==> src/rtl/vector_lane_streamer.sv <==
// vector_lane_streamer
//   Captures a LANES-wide vector on START and streams it out one lane per
//   accepted transfer over a VALID/READY handshake. A single-cycle DONE
//   pulse follows the last transfer.
//
//   Optional feature macro: VSTREAM_SKIP_ZERO_EN -- when defined, lanes whose
//   captured value is zero are skipped. IDX still reports the true lane
//   number. An all-zero vector goes straight to the DONE cycle.
//
// Ports
//   CLK    in   clock, all state changes on posedge
//   RST    in   synchronous reset, active-low
//   VEC    in   LANES*W vector, lane i = VEC[i*W +: W]
//   START  in   capture VEC and begin streaming (sampled in IDLE only)
//   READY  in   consumer accepts ELEM when VALID=1
//   ELEM   out  current lane element
//   IDX    out  lane number of ELEM
//   VALID  out  ELEM/IDX valid
//   BUSY   out  high whenever not idle
//   DONE   out  one-cycle pulse after the final transfer
module vector_lane_streamer #(
  parameter int LANES = 4,
  parameter int W     = 8
) (
  input  logic                       CLK,
  input  logic                       RST,
  input  logic [LANES*W-1:0]         VEC,
  input  logic                       START,
  input  logic                       READY,
  output logic [W-1:0]               ELEM,
  output logic [$clog2(LANES)-1:0]   IDX,
  output logic                       VALID,
  output logic                       BUSY,
  output logic                       DONE
);

  localparam int IW = $clog2(LANES);

  typedef enum logic [1:0] {
    S_IDLE,
    S_STREAM,
    S_FIN
  } state_t;

  state_t        state_reg, state_next;
  logic [IW-1:0] ptr_reg, ptr_next;
  logic [W-1:0]  shadow_reg [LANES];
  logic [W-1:0]  vec_lane   [LANES];
  logic          capture;

  // Lane selection: where a new stream starts, and where it goes after the
  // current lane is accepted. *_found=0 means there is no such lane.
  logic          first_found;
  logic [IW-1:0] first_idx;
  logic          next_found;
  logic [IW-1:0] next_idx;

  genvar gi;
  generate
    for (gi = 0; gi < LANES; gi++) begin : g_unpack
      assign vec_lane[gi] = VEC[gi*W +: W];
    end
  endgenerate

`ifdef VSTREAM_SKIP_ZERO_EN
  // Scan from the top lane down so the lowest qualifying lane wins.
  always_comb begin
    first_found = 1'b0;
    first_idx   = '0;
    next_found  = 1'b0;
    next_idx    = '0;
    for (int i = LANES - 1; i >= 0; i--) begin
      if (vec_lane[i] != '0) begin
        first_found = 1'b1;
        first_idx   = IW'(i);
      end
      if ((i > int'(ptr_reg)) && (shadow_reg[i] != '0)) begin
        next_found = 1'b1;
        next_idx   = IW'(i);
      end
    end
  end
`else
  // Every lane is emitted in order; the stream ends at the top lane.
  assign first_found = 1'b1;
  assign first_idx   = '0;
  assign next_found  = (ptr_reg != IW'(LANES - 1));
  assign next_idx    = ptr_reg + 1'b1;
`endif

  always_comb begin
    state_next = state_reg;
    ptr_next   = ptr_reg;
    capture    = 1'b0;
    case (state_reg)
      S_IDLE: begin
        if (START) begin
          capture    = 1'b1;
          ptr_next   = first_idx;
          state_next = first_found ? S_STREAM : S_FIN;
        end
      end
      S_STREAM: begin
        if (READY) begin
          // At the last lane the pointer holds; it never wraps.
          if (next_found) begin
            ptr_next = next_idx;
          end else begin
            state_next = S_FIN;
          end
        end
      end
      S_FIN: begin
        // START is not looked at here, so a held START starts the next
        // stream only from the following IDLE cycle.
        state_next = S_IDLE;
        ptr_next   = '0;
      end
      default: begin
        state_next = S_IDLE;
        ptr_next   = '0;
      end
    endcase
  end

  always_ff @(posedge CLK) begin
    if (!RST) begin
      state_reg <= S_IDLE;
      ptr_reg   <= '0;
      for (int i = 0; i < LANES; i++) begin
        shadow_reg[i] <= '0;
      end
    end else begin
      state_reg <= state_next;
      ptr_reg   <= ptr_next;
      if (capture) begin
        for (int i = 0; i < LANES; i++) begin
          shadow_reg[i] <= vec_lane[i];
        end
      end
    end
  end

  assign ELEM  = shadow_reg[ptr_reg];
  assign IDX   = ptr_reg;
  assign VALID = (state_reg == S_STREAM);
  assign BUSY  = (state_reg != S_IDLE);
  assign DONE  = (state_reg == S_FIN);

endmodule
==> config.mk <==
export PLATFORM = sky130hd
export DESIGN_NAME = vector_lane_streamer
export DESIGN_NICKNAME = d
export VERILOG_FILES = /design/src/rtl/vector_lane_streamer.sv
export SDC_FILE = /design/constraint.sdc
export NUM_CORES = 1
export LEC_CHECK = 0
export ABC_AREA = 1
export BUFFER_PORTS_ARGS = -buffer_cell sky130_fd_sc_hd__clkbuf_2
export CELL_PAD_IN_SITES_DETAIL_PLACEMENT = 1
export CELL_PAD_IN_SITES_GLOBAL_PLACEMENT = 2
export CORE_MARGIN = 2
export CORE_UTILIZATION = 27
export CTS_CLUSTER_DIAMETER = 200
export CTS_CLUSTER_SIZE = 12
export DETAILED_ROUTE_END_ITERATION = 12
export PLACE_DENSITY = 0.71
export SKIP_CTS_REPAIR_TIMING = 1
export SYNTH_ARGS = -nofsm -noshare
export SYNTH_HDL_FRONTEND = slang
export SYNTH_SLANG_ARGS = --single-unit
==> constraint.sdc <==
create_clock -name CLK -period 1.49 [get_ports CLK]
set_input_delay 0.149 -clock CLK [delete_from_list [all_inputs] [get_ports CLK]]
set_output_delay 0.149 -clock CLK [all_outputs]
set_load 0.05 [all_outputs]
==> results.json <==
{
  "clk_pin_slew_worst_paths_ps": 70,
  "num_rows": 29,
  "via_per_inst": 4.22,
  "dieArea_um2": 7030,
  "avgSynthCellArea_um2": 9.40,
  "area_delta_synth_final_pct": 33.5,
  "criticalPathCategory": "reg2out",
  "crit_required_ps": 1340,
  "grt_max_degree": 33,
  "drc": 0,
  "seq_area_frac_synth_pct": 62.8,
  "antenna_found_initial": 0,
  "wl_mm": 3.74,
  "largest_reg_flops": 32,
  "p_per_area_nw_per_um2": 1130,
  "status": "finished clean",
  "endpoint_kind": "output port",
  "hpwl_mm": 2.74,
  "cts_tree": "built",
  "fin_cells": 317,
  "cts_sinks": 38,
  "synthCells": 183,
  "worstHoldPathType": "in2reg",
  "arrival_ps": 1330,
  "grt_overflow": 0,
  "place_area_um2": 2150,
  "grt.total_usage_pct": 11.6,
  "ant_nets": 0,
  "clk_latency_ps": 280,
  "placed_cells": 309,
  "p_seq_share_pct": 49.0,
  "place_congestion": 0.717,
  "clk_path_buf_depth": 2,
  "slew_violations": 0,
  "firstDrtPassIters": 4,
  "comb_power_share_pct": 18.7,
  "grt_pass1_wl_mm": 6.28,
  "critPathLaunchType": "flip-flop",
  "yosys_warnings": 0,
  "fin_crit_sh_pct": 99.0,
  "die_w_um": 83.8,
  "p_int_mw": 1.91,
  "clockPowerShare_pct": 32.3,
  "core-area_um2": 6240,
  "initial_core_util_pct": 27.6,
  "postLayoutCoreUtil_pct": 36.8,
  "finClkSkew_ps": 3.73,
  "tightest_slew_ps": 281,
  "fin_crit_ps": 1470,
  "ff2ff_path_depth": 4,
  "htreeDepth": 2,
  "wl_per_cell_um": 11.8,
  "fmax_mhz": 678,
  "worstHoldPathCells": 3,
  "rsz0062_at_grt": "yes",
  "relSlewSlack_pct": 81.4,
  "p_leak_nw": 1.13,
  "final_nets": 276,
  "switching_power_uw": 684,
  "setup_viol": 0,
  "ys_ff_latch": 38,
  "via_count": 1337,
  "cts_root_buffer": "clkbuf_8",
  "drive_gt1_share_pct": 30.8,
  "synth_cell_types": 20,
  "hold_viol": 0,
  "fillers": 754,
  "critPathMaxFanout": 6,
  "final_area_um2": 2300,
  "syn_nets": 220,
  "port_buffers": 48,
  "switching_share_pct": 26.3,
  "diodes": 0,
  "ir_drop_v": 0.000367,
  "cts_made_buffers": 5,
  "io_pins": 49,
  "drt_iter0_markers": 66,
  "grt_pass1_vias": 1372,
  "synth.cell_area_um2": 1720,
  "fp.dieH_um": 83.8,
  "drv_cap": 0
}
[cell type report]
class	count	area [um2]	area share, %
Clock buffer	7	76.3	3.32
Clock inverter	1	30.0	1.31
Inverter	43	166	7.25
Multi-Input combinational cell	97	497	21.6
Sequential cell	38	1080	47.2
Tap cell	77	96.3	4.20
Timing Repair Buffer	54	345	15.0
[critical path: stages (launching register included)]
cell and delay [ps]:
dfxtp_4 370, buf_4 150, o21ai_0 200, o22ai_2 110, clkbuf_4 210
[worst paths after layout]
path / from / end / slack [ps]
worst max register to register: state_reg[0]$_SDFFE_PN0P_ / shadow_reg[0][4]$_SDFFCE_PN0P_ / 240
worst min register to register: IDX[1]$_SDFFE_PN0P_ / flip-flop / 550
worst min-delay path: VEC[29] / shadow_reg[3][5]$_SDFFCE_PN0P_ / 160
worst max-delay path: flip-flop / ELEM[6] / 20
[cell usage after synthesis]
library cell | number | area [um2]
a21oi_1 | 2 | 10.0
buf_4 | 1 | 7.51
buf_2 | 3 | 15.0
nand2_1 | 9 | 33.8
inv_2 | 1 | 3.75
nand4_1 | 2 | 12.5
edfxtp_1 | 32 | 961
nor2_4 | 1 | 11.3
buf_6 | 1 | 11.3
o21ai_0 | 16 | 80.1
inv_1 | 42 | 158
ha_1 | 1 | 12.5
o22ai_1 | 8 | 50.1
nor3_1 | 1 | 5.00
nor2_1 | 52 | 195
nand3b_1 | 1 | 7.51
nand3_2 | 1 | 10.0
a31oi_1 | 1 | 6.26
dfxtp_1 | 6 | 120
nand3_1 | 2 | 10.0
[cells by family (layout without fill, tap and decap cells)]
logic type               Yosys count  in the layout  share of synthesized area, %
adder cells (fa/ha/maj)            1              1                         0.727
AND/OR/NAND/NOR                   69             69                          16.6
flip-flops                        38             38                          62.8
buffers and inverters             48            105                          11.3
AO/OA/AOI/OAI                     27             27                          8.51
[layout by cell type (no fill, tap or decap), types with 6 or more instances in the layout]
cell / netlist / routed
clkbuf_2: 0 / 39
nand2_1: 9 / 8
nor2_1: 52 / 52
o22ai_2: 0 / 8
o21ai_1: 0 / 10
edfxtp_1: 32 / 32
inv_1: 42 / 41
o21ai_0: 16 / 6
buf_4: 1 / 7
[per-stage QoR]
| stage | worst slack [ps] | setup TNS [ps] | hold WS, ps | total power [mW] |
|---|---|---|---|---|
| finish | 15.5 | 0 | 162 | 2.60 |
| global route | -42.8 | -111 | 168 | 2.73 |
| CTS | -176 | -1280 | 152 | 2.61 |
| detailed placement | 149 | 0 | 453 | 1.76 |
| global placement | 182 | 0 | 450 | 1.75 |
| floorplan | 31.4 | 0 | 293 | 1.60 |
[power by group through the flow]
stage | registers [mW] | logic (mW) | clock network [mW]
after floorplan | 1.30 | 0.309 | 0
after global placement | 1.29 | 0.458 | 0
after detailed placement | 1.30 | 0.464 | 0
after CTS | 1.27 | 0.465 | 0.874
after global routing | 1.28 | 0.534 | 0.918
final | 1.27 | 0.487 | 0.839
[metal layers]
| layer | global-route usage (%) | share of wire, % | vias up |
|---|---|---|---|
| li1 | - | - | 698 |
| met1 | 14.2 | 44 | 610 |
| met2 | 19.5 | 50 | 24 |
| met3 | 2.67 | 3.9 | 5 |
| met4 | 5.28 | 1.4 | 0 |
| met5 | 0 | 0 | - |
(Power assumes the default switching activity.)
